--- config.mk ---
export PLATFORM = sky130hd
export DESIGN_NAME = digit_scan_mux
export DESIGN_NICKNAME = d
export VERILOG_FILES = /design/src/rtl/digit_scan_mux_pkg.sv /design/src/rtl/digit_scan_mux_refresh_prescaler.sv /design/src/rtl/digit_scan_mux.sv
export SDC_FILE = /design/constraint.sdc
export NUM_CORES = 1
export LEC_CHECK = 0
export CAP_MARGIN = 20
export CORE_ASPECT_RATIO = 0.75
export CORE_MARGIN = 3
export CORE_UTILIZATION = 49
export DETAILED_ROUTE_END_ITERATION = 10
export GPL_ROUTABILITY_DRIVEN = 0
export PLACE_DENSITY = 0.75
export SLEW_MARGIN = 0
export SYNTH_ARGS = -nofsm -noshare
export SYNTH_HDL_FRONTEND = slang
export SYNTH_SLANG_ARGS = --single-unit
export TNS_END_PERCENT = 50
--- constraint.sdc ---
create_clock -name clk -period 2.3 [get_ports clk]
set_input_delay 0.69 -clock clk [delete_from_list [all_inputs] [get_ports clk]]
set_output_delay 0.69 -clock clk [all_outputs]
set_load 0.02 [all_outputs]
--- src/rtl/digit_scan_mux_pkg.sv ---
// Shared constants and helpers for the digit scanner.
// Optional feature macro: LEAD_ZERO_BLANK_EN (see digit_scan_mux.sv).
package digit_scan_mux_pkg;

    localparam int MAX_CH = 16;

    localparam logic [MAX_CH-1:0] ANODE_OFF = '1;

    // Index width that never collapses to zero bits
    function automatic int idx_w(input int n);
        return (n > 1) ? $clog2(n) : 1;
    endfunction

endpackage

--- src/rtl/digit_scan_mux_refresh_prescaler.sv ---
// Slot-rate prescaler: emits one tick every DIV enabled cycles.
// Holds its count while en is low.
module refresh_prescaler
    import digit_scan_mux_pkg::*;
#(
    parameter int DIV = 100000
) (
    input  logic clk,
    input  logic reset_n,
    input  logic en,
    output logic tick
);

    localparam int CW = idx_w(DIV);
    localparam logic [CW-1:0] LAST = CW'(DIV - 1);

    logic [CW-1:0] count_q;
    logic [CW-1:0] count_d;

    always_comb begin
        count_d = count_q;
        if (en) begin
            count_d = (count_q == LAST) ? '0 : count_q + CW'(1);
        end
    end

    always_ff @(posedge clk) begin
        if (!reset_n) begin
            count_q <= '0;
        end else begin
            count_q <= count_d;
        end
    end

    assign tick = en && (count_q == LAST);

endmodule

--- src/rtl/digit_scan_mux.sv ---
// Time-multiplexed N-digit scanner with double-buffered, tear-free updates.
// Define LEAD_ZERO_BLANK_EN to also blank leading zero digits.
module digit_scan_mux
    import digit_scan_mux_pkg::*;
#(
    parameter int NUM_CH      = 4,
    parameter int DATA_W      = 4,
    parameter int REFRESH_DIV = 100000
) (
    input  logic                       clk,
    input  logic                       reset_n,
    input  logic                       en,
    input  logic [NUM_CH*DATA_W-1:0]   data_in,
    input  logic                       upd_req,
    input  logic [NUM_CH-1:0]          blank_mask,
    output logic                       upd_busy,
    output logic                       upd_done,
    output logic                       frame_start,
    output logic [idx_w(NUM_CH)-1:0]   sel_out,
    output logic [DATA_W-1:0]          data_out,
    output logic [NUM_CH-1:0]          anode_n
);

    localparam int CH_IDX_W = idx_w(NUM_CH);
    localparam int BW       = NUM_CH * DATA_W;
    localparam logic [CH_IDX_W-1:0] IDX_LAST = CH_IDX_W'(NUM_CH - 1);
    localparam logic [NUM_CH-1:0]   OFF      = ANODE_OFF[NUM_CH-1:0];

    logic tick;

    logic [CH_IDX_W-1:0] idx_q, idx_d;
    logic [BW-1:0]       pend_q, pend_d;
    logic [BW-1:0]       shadow_q, shadow_d;
    logic                busy_q, busy_d;
    logic                done_q, done_d;
    logic                fs_q, fs_d;
    logic [CH_IDX_W-1:0] sel_q, sel_d;
    logic [DATA_W-1:0]   dout_q, dout_d;
    logic [NUM_CH-1:0]   anode_q, anode_d;

    logic                commit;
    logic [BW-1:0]       eff;
    logic [DATA_W-1:0]   cur;
    logic                lz_blank;
    logic                blank;
    logic [NUM_CH-1:0]   onehot;

    refresh_prescaler #(
        .DIV (REFRESH_DIV)
    ) u_presc (
        .clk     (clk),
        .reset_n (reset_n),
        .en      (en),
        .tick    (tick)
    );

    // A commit tick must already display the freshly committed frame
    always_comb begin
        commit = tick && (idx_q == '0) && busy_q;
        eff    = commit ? pend_q : shadow_q;
        cur    = eff[int'(idx_q)*DATA_W +: DATA_W];
    end

`ifdef LEAD_ZERO_BLANK_EN
    always_comb begin
        lz_blank = (idx_q != '0);
        for (int i = 0; i < NUM_CH; i++) begin
            if (i >= int'(idx_q) && eff[i*DATA_W +: DATA_W] != '0) begin
                lz_blank = 1'b0;
            end
        end
    end
`else
    assign lz_blank = 1'b0;
`endif

    always_comb begin
        onehot        = '0;
        onehot[idx_q] = 1'b1;
        blank         = blank_mask[idx_q] | lz_blank;
    end

    always_comb begin
        idx_d    = idx_q;
        pend_d   = pend_q;
        shadow_d = shadow_q;
        busy_d   = busy_q;
        done_d   = 1'b0;
        fs_d     = 1'b0;
        sel_d    = sel_q;
        dout_d   = dout_q;
        anode_d  = anode_q;

        if (commit) begin
            shadow_d = pend_q;
            busy_d   = 1'b0;
            done_d   = 1'b1;
        end

        // A request racing a commit refills pending and keeps busy set
        if (upd_req) begin
            pend_d = data_in;
            busy_d = 1'b1;
        end

        if (tick) begin
            sel_d   = idx_q;
            dout_d  = cur;
            anode_d = blank ? OFF : ~onehot;
            fs_d    = (idx_q == '0);
            idx_d   = (idx_q == IDX_LAST) ? '0 : idx_q + CH_IDX_W'(1);
        end else if (!en) begin
            anode_d = OFF;
        end
    end

    always_ff @(posedge clk) begin
        if (!reset_n) begin
            idx_q    <= '0;
            pend_q   <= '0;
            shadow_q <= '0;
            busy_q   <= 1'b0;
            done_q   <= 1'b0;
            fs_q     <= 1'b0;
            sel_q    <= '0;
            dout_q   <= '0;
            anode_q  <= OFF;
        end else begin
            idx_q    <= idx_d;
            pend_q   <= pend_d;
            shadow_q <= shadow_d;
            busy_q   <= busy_d;
            done_q   <= done_d;
            fs_q     <= fs_d;
            sel_q    <= sel_d;
            dout_q   <= dout_d;
            anode_q  <= anode_d;
        end
    end

    assign upd_busy    = busy_q;
    assign upd_done    = done_q;
    assign frame_start = fs_q;
    assign sel_out     = sel_q;
    assign data_out    = dout_q;
    assign anode_n     = anode_q;

endmodule

## After elaboration in Yosys (flattened, before gate mapping)

Index checks and enable logic that the tools add are counted.

| operators by class | value |
|---|---|
| add/subtract/negate cells | 2 |
| $lt $le $gt $ge | 2 |
| eq/ne operators | 3 |
| shifts and indexed selects | 1 |
| muxes and demuxes | 13 |
| bitwise operators | 1 |
| reduce and logical (&&, ||, !) cells | 7 |

Operators by type and width:

| cell | count |
|---|---|
| adder 17 x 1 -> 17 bit (second input constant) | 1 |
| equality test 17 bit (second input constant) | 1 |
| 2-to-1 mux 17 bit | 1 |
| 2-to-1 mux 16 bit | 1 |
| variable part select 16 x 5 -> 4 bit | 1 |
| 2-to-1 mux 4 bit | 3 |
| 2-to-1 mux 1 bit | 5 |
| logical AND 1 bit | 4 |
| NOT 4 bit | 1 |
| < comparator 2 x 3 -> 1 bit (second input constant) | 1 |
| adder 2 x 1 -> 2 bit (second input constant) | 1 |
| binary-select mux 1 bit (select 2 bit) | 1 |
| demux 1 bit (select 2 bit) | 1 |
| equality test 2 bit (second input constant) | 1 |
| >= comparator 2 x 1 -> 1 bit (second input constant) | 1 |
| logical NOT 2 bit | 1 |
| 2-to-1 mux 2 bit | 1 |
| inequality test 2 x 1 -> 1 bit (second input constant) | 1 |
| AND reduction 2 bit | 1 |
| nonzero test 2 bit | 1 |

| storage, ports and cells | value |
|---|---|
| flip-flop bits (word level) | 64 |
| input bits | 24 |
| output and inout bits | 13 |
| logic and storage cells | 39 |

## Depth between registers and ports, before layout

Gate-level depths: netlist of the first run.

| depth | value |
|---|---|
| depth after elaboration | 7 |
| depth in mapped cells | 10 |
| depth with buffers taken out | 7 |

## Modules after synthesis

From an unflattened synthesis of the first run, not the netlist that was laid out.

| unflattened totals | value |
|---|---|
| cell total of the unflattened synthesis | 298 |
| area total of the unflattened synthesis | 2904.0 sq um |

Modules (own cells, without submodules):

| module | times used | cells an instance | area an instance (sq um) | sequential area each (sq um) |
|---|---|---|---|---|
| digit_scan_mux | 1 | 209 | 2060.7 | 940.9 |
| refresh_prescaler | 1 | 89 | 843.3 | 340.3 |

## Worst setup path after synthesis of the first run

No wires, ideal clock.

| timing path | value |
|---|---|
| path kind | register -> register |
| from | reg idx_q[1] |
| to | reg shadow_q[10] |
| setup time | 0.070 ns |
| arrival time | 2.144 ns |
| data required time | 2.230 ns |
| setup slack | 0.086 ns |
| stages on the path, launching flop included | 11 |
| clock period less this slack | 2.214 ns |
| path through | dfxtp_1 clkbuf_1 clkbuf_1 inv_1 ha_1 nand2_1 or3_4 buf_6 clkbuf_1 nand2_1 a21oi_1 |

| between the ends | value |
|---|---|
| cells in the longest elaborated chain, start to end | 4 |

Ends and longest elaborated chain:

| element | line | source |
|---|---|---|
| start, declared | digit_scan_mux.sv:31 | `logic [CH_IDX_W-1:0] idx_q, idx_d;` |
| start signal, assigned | digit_scan_mux.sv:129 | `idx_q <= idx_d;` |
| logical NOT 2 bit | digit_scan_mux.sv:59 | `commit = tick && (idx_q == '0) && busy_q;` |
| logical AND 1 bit (2 in a row) | digit_scan_mux.sv:59 |  |
| 2-to-1 mux 16 bit | -- |  |
| end signal, assigned | digit_scan_mux.sv:131 | `shadow_q <= shadow_d;` |
| end, declared | digit_scan_mux.sv:33 | `logic [BW-1:0] shadow_q, shadow_d;` |

No other way between the ends.
A chain may end at the register's enable or synchronous reset.

## Worst setup path in the final report of the first run

| timing path | value |
|---|---|
| from | in en |
| to | reg dout_q[2], in the netlist data_out[2] |

| between the ends | value |
|---|---|
| cells in the longest elaborated chain, start to end | 5 |

Ends and longest elaborated chain:

| element | line | source |
|---|---|---|
| start, declared | digit_scan_mux.sv:12 | `input logic en,` |
| logical AND 1 bit * | digit_scan_mux_refresh_prescaler.sv:35 | `assign tick = en && (count_q == LAST);` |
| logical AND 1 bit (2 in a row) | digit_scan_mux.sv:59 |  |
| 2-to-1 mux 16 bit | -- |  |
| variable part select 16 x 5 -> 4 bit | digit_scan_mux.sv:61 | `cur = eff[int'(idx_q)*DATA_W +: DATA_W];` |
| end signal, assigned | digit_scan_mux.sv:136 | `dout_q <= dout_d;` |
| end, declared | digit_scan_mux.sv:38 | `logic [DATA_W-1:0] dout_q, dout_d;` |

Every way passes the cells marked *; elsewhere a longest branch is shown, timed or not.

==> results.md, run 1 <==
* Status: finished clean
* CP Launch Type: input port
* Ports at 37
* Initial core utilization at 51.67%
* Setup TNS at 0 ns
* CTS Hold Bufs at 0
* R2R Path Start: idx_q[0]
* Pre-antenna DRT Iters at 4
* CTS buffer count at 9
* Crit path launch: en
* Total power draw at 2.240 mW
* Worst-path fanout max at 11
* Pin count of the biggest net entering global routing at 26
* Flop2flop setup slack at 0.22 ns
* RSZ-0062 raised after global routing: no
* Post-Route WL at 6.383 mm
* Gr ovfl total at 0
* Commonest cells after routing, fill and taps aside: 64 x dfxtp_1, 50 x nor2_1, 45 x nand2_1
* Worst reg2reg path depth at 6
* Via count at 2420
* DP Worst Slack at -0.1774 ns
* Critical-path top delay cell: clkdlybuf4s50_1
* Post-synth cell types at 44
* Gr usage total at 20.44%
* Clock Root Buffer: clkbuf_8
* Worst Setup End Kind: flop
* Slew headroom at 71.52%
* Worst Path Arrival at 2.36 ns
* Worst setup path class: input port to flop
* YS warnings at 0
* Area growth from synthesis to layout at 26.97%
* Seq/Total Area, Yosys at 45.35%
* PortBufs at 36
* FF+latch count, synth at 64
* Endpoints failing hold at 0
* Async S/R FF share, synth at 0%
* Layout Skew at 0.006464 ns
* VDD IR-drop max at 0.3015 mV
* R2R Path End: data_out[0]
* Fillers at 467
* Class of the worst hold path: flop to flop
* Post-DRT Antenna Nets at 0
* Fraction of layout instances using a drive strength above 1 at 12.07%
* Max-cap violation count at 0
* Height of the die at 71.76 um
* Die W at 93.68 um
* # rows at 23
* Crit path time final at 2.128 ns
* First-pass GRT wire length at 10.73 mm
* WP buf/inv at 2
* Leak at 1.347 nW
* Post-synthesis cell area at 2825 sq um
* Setup Viol. Count Final at 0
* PwrDens at 624.5 nW/um^2
* Vias in the first global route at 2212
* Termination of the worst setup path: data_out[2]
* Period utilization at 92.52%
* CTS clock-pin slew for the worst setup and hold paths at 0.07 ns
* Multi-input gate area at 1450 sq um
* Final WS setup at 0.1720 ns
* Clock Tree Buf Depth at 2
* H-tree depth at 3
* Antenna violations before repair at 0
* Die area at 6722 sq um
* Cell Count Post-Placement at 440
* Largest stage delay, worst path at 0.48 ns
* DP Wirelength at 4.583 mm
* CP cell instances: clkdlybuf4s50_1 -> buf_4 -> and4_1 -> nand3_1 -> nor3_1 -> a211oi_1 -> o41ai_1
* # DRC at 0
* Slew Limit Fails at 0
* Register Area at 1281 sq um
* Syn_nets at 351
* Avg Vias per Cell at 5.307
* Clock latency on the worst-skew pair at 0.34 ns
* Fin cells at 456
* Post-synth EDFFs at 0
* CP top delay family: buffers and inverters
* Slew @ Worst Pin at 0.4164 ns
* CTS tree: done
* Syn avg cell area at 8.774 sq um
* Top_reg_cell synth: dfxtp_1
* Drt wl/cell at 14.00 um
* Hold Worst Slack at 0.4560 ns
* Layout Nets at 405
* TritonCTS Sinks at 64
* Fmax at 0.4699 GHz
* Worst Path Required at 2.54 ns
* Final Cell Area at 3587 sq um
* Cells after synthesis at 322
* Antenna Cells at 0
* DR iter-0 viols at 152
* Placed inst area at 3385 sq um
* Final Util at 65.61%
* Commonest non-fill, non-tap cell in the layout: dfxtp_1
* Core ar. at 5468 sq um
* Crit path depth at 7
[cell type report]
| cell class | count | area share (%) |
|---|---|---|
| sequential | 64 | 35.72 |
| timing repair buffer | 60 | 15.07 |
| clock inverter | 3 | 1.116 |
| tap | 75 | 2.616 |
| multi-input combinational | 235 | 40.43 |
| inverter | 6 | 0.6278 |
| clock buffer | 13 | 4.430 |
[state kept, by name (all words and copies together), names as in the netlist]
name,cells
u_presc.count_q,17
pend_q,16
shadow_q,16
anode_n,4
data_out,4
idx_q,2
sel_out,2
frame_start,1
upd_busy,1
upd_done,1
[power by group]
| part | total, mW | internal, mW | switching [mW] |
|---|---|---|---|
| clock network | 0.965 | 0.557 | 0.409 |
| logic | 0.126 | 0.0709 | 0.0556 |
| registers | 1.15 | 1.13 | 0.0191 |
[synth_stat cells, types with 6 or more instances]
cell,n,area share (%)
dfxtp_1,64,45
and3_1,7,1.5
mux2i_1,23,8.1
nor3_1,6,1.1
clkbuf_1,11,1.5
a21oi_1,24,4.3
nor2_1,50,6.6
nand2_1,45,6.0
xnor2_1,6,1.9
xor2_1,9,2.8
inv_1,6,0.80
nand3_1,10,1.8
[worst register-to-register path, stage by stage (launching register included)]
cell,delay (ns)
dfxtp_1,0.31
inv_1,0.18
ha_2,0.29
nand2_1,0.22
or3_4,0.46
o311ai_1,0.33
a221oi_1,0.14
[kinds of logic (layout without fill, tap and decap cells)]
logic type	Yosys count	in the layout	share of synthesized area (%)
compound gates	47	47	10.59
xor+xnor	15	15	4.650
fa+ha+maj	5	5	2.214
buf+inv	23	82	3.454
flops	64	64	45.35
mux	24	24	8.946
simple gates	144	144	24.80
[timing repair]
action | in CTS | in global routing
setup endpoints to repair | 0 | 1
buffers inserted | 0 | 0
resized for setup | 0 | 4
[worst min path at each step]
stage | startpoint | to | slack, ns | depth (start not counted)
after floorplan | shadow_q[8] | shadow_q[8] | 0.43 | 2
after global placement | shadow_q[3] | shadow_q[3] | 0.44 | 2
after detailed placement | shadow_q[7] | shadow_q[7] | 0.45 | 2
after CTS | shadow_q[7] | shadow_q[7] | 0.46 | 2
after global routing | shadow_q[3] | shadow_q[3] | 0.48 | 2
final | shadow_q[7] | shadow_q[7] | 0.46 | 2
[per-layer routing]
layer / track usage (%) / part of all wire [%]
met1: 28.79 / 50
met2: 29.50 / 42
met3: 7.765 / 6.3
met4: 5.288 / 0.85
met5: 0 / 0
Power figures use the tool's default switching activity.
==> inputs of run 2 (changes only) <==
Settings changed: CORE_UTILIZATION 49 to 54, PLACE_DENSITY 0.75 to 0.78, RECOVER_POWER set to 50.
Clock period 2.3 ns to 2.16 ns, I/O delays scaled along.
==> run 2 against run 1 <==
Worst setup slack improved by 0.0036 ns. Sequential cell count did not move. Register-to-register slack worse by 0.04 ns. Non-clock buffer count grew 2. Critical path depth fell by 2. Power increased by 10%. Final cell count decreased by 0.22%. Via count up 3.1%. Routed wire length rose by 2.2%. Clock skew about the same. Clock-buffer cell count did not move. Die area shrank 8.6%. Largest cell class unchanged. Highest routed layer unchanged.
==> results.md, run 2 (synthesis results as in run 1) <==
* CP cell instances: and4b_1 -> nand4_4 -> or3_4 -> o311ai_1 -> a221oi_1
* Layout Nets at 407
* Status: finished clean
* Slew @ Worst Pin at 0.7715 ns
* Slew Limit Fails at 0
* Setup TNS at 0 ns
* Setup Viol. Count Final at 0
* Biggest registers after layout: u_presc.count_q x17, pend_q x16, shadow_q x16
* Register Area at 1281 sq um
* Final WS setup at 0.1756 ns
* Vias in the first global route at 2228
* DR iter-0 viols at 165
* Layout Skew at 0.006549 ns
* Leak at 1.363 nW
* Endpoints failing hold at 0
* Clock latency on the worst-skew pair at 0.34 ns
* Reg with most FFs: u_presc.count_q
* Antenna violations before repair at 0
* Critical-path top delay cell: or3_4
* H-tree depth at 3
* Gr ovfl total at 0
* Largest stage delay, worst path at 0.48 ns
* RSZ-0062 raised after global routing: no
* CTS Hold Bufs at 0
* Worst-path fanout max at 10
* Max reg flops at 17
* # rows at 22
* DP Worst Slack at -0.3711 ns
* Fillers at 379
* Class of the worst hold path: flop to flop
* Antenna Cells at 0
* CTS clock-pin slew for the worst setup and hold paths at 0.07 ns
* Fmax at 0.5039 GHz
* Gr usage total at 22.98%
* PwrDens at 682.8 nW/um^2
* Commonest cells after routing, fill and taps aside: 64 x dfxtp_1, 50 x nor2_1, 45 x nand2_1
* TritonCTS Sinks at 64
* DP Wirelength at 4.637 mm
* Drt wl/cell at 14.34 um
* PortBufs at 36
* Period utilization at 91.87%
* Clock Tree Buf Depth at 2
* Pre-antenna DRT Iters at 5
* Pin count of the biggest net entering global routing at 39
* Height of the die at 68.64 um
* Die area at 6145 sq um
* CP Launch Type: flop
* Worst setup path class: flop to flop
* VDD IR-drop max at 0.4669 mV
* Slew headroom at 48.57%
* Via count at 2495
* CTS buffer count at 9
* Worst Path Arrival at 2.19 ns
* Core ar. at 4982 sq um
* Crit path time final at 1.984 ns
* Die W at 89.52 um
* Clock Root Buffer: clkbuf_8
* Commonest non-fill, non-tap cell in the layout: dfxtp_1
* Fraction of layout instances using a drive strength above 1 at 11.75%
* # DRC at 0
* Area growth from synthesis to layout at 27.86%
* Flop2flop setup slack at 0.18 ns
* CTS tree: done
* Max-cap violation count at 0
* First-pass GRT wire length at 10.64 mm
* Worst Setup End Kind: flop
* Worst Path Required at 2.37 ns
* Final Util at 72.50%
* Post-Route WL at 6.525 mm
* Multi-input gate area at 1453 sq um
* Ports at 37
* Initial core utilization at 56.71%
* Total power draw at 2.466 mW
* Post-DRT Antenna Nets at 0
* Avg Vias per Cell at 5.484
-- run 2: cell count changes in the layout (fill, tap and decap cells not counted), sizes merged --
cell,before,now
clkbuf,13,18
buf,24,22
clkdlybuf4s50,36,33
dlygate4sd3,0,1
bufinv,1,2
dlymetal6s2s,0,1
clkinv,2,1
-- run 2: stage by stage --
| step | cell area, sq um | instances | hold slack (ns) |
|---|---|---|---|
| floorplan | 2826 | 322 | 0.4297 |
| global placement | 3421 | 439 | 0.4386 |
| detailed placement | 3421 | 439 | 0.4440 |
| CTS | 3635 | 455 | 0.4540 |
| global route | 3612 | 455 | 0.4744 |
| finish | 3612 | 455 | 0.4537 |
-- run 2: final timing paths --
kind                 startpoint          end  cells past startpoint
max reg2reg  u_presc.count_q[4]  data_out[0]                      5
min                 shadow_q[9]  shadow_q[9]                      2
min reg2reg         shadow_q[9]  shadow_q[9]                      2
max          u_presc.count_q[4]  data_out[0]                      5
-- run 2: timing repair --
action,4_1_cts,5_1_grt
setup endpoints to repair,1,4
pin swaps,0,2
gates cloned,0,0
buffers inserted,0,0
resized for setup,1,3
-- run 2: per-layer routing --
layer | part of all wire (%) | up-vias | GRT usage, %
met4 | 1.1 | 0 | 6.877
met2 | 45 | 79 | 34.65
met1 | 47 | 1173 | 31.16
met3 | 7.4 | 8 | 7.957
met5 | 0 | - | 0
li1 | - | 1235 | -
-- run 2: power by group --
part / internal [mW] / total (mW) / switching (mW)
logic: 0.0739 / 0.135 / 0.0611
registers: 1.20 / 1.22 / 0.0211
clock network: 0.681 / 1.11 / 0.427
-- run 2: cell type report --
type,instances,area share [%]
Sequential cell,64,35.47
Tap cell,72,2.494
Timing Repair Buffer,62,15.28
Clock buffer,13,4.122
Inverter,6,0.6235
Multi-Input combinational cell,235,40.21
Clock inverter,3,1.801
-- run 2: worst max-delay path, delay by kind of cell, from the launching register on --
kind | cells | cell delay, ns
flops | 1 | 0.44
compound gates | 2 | 0.44
simple gates | 3 | 0.95
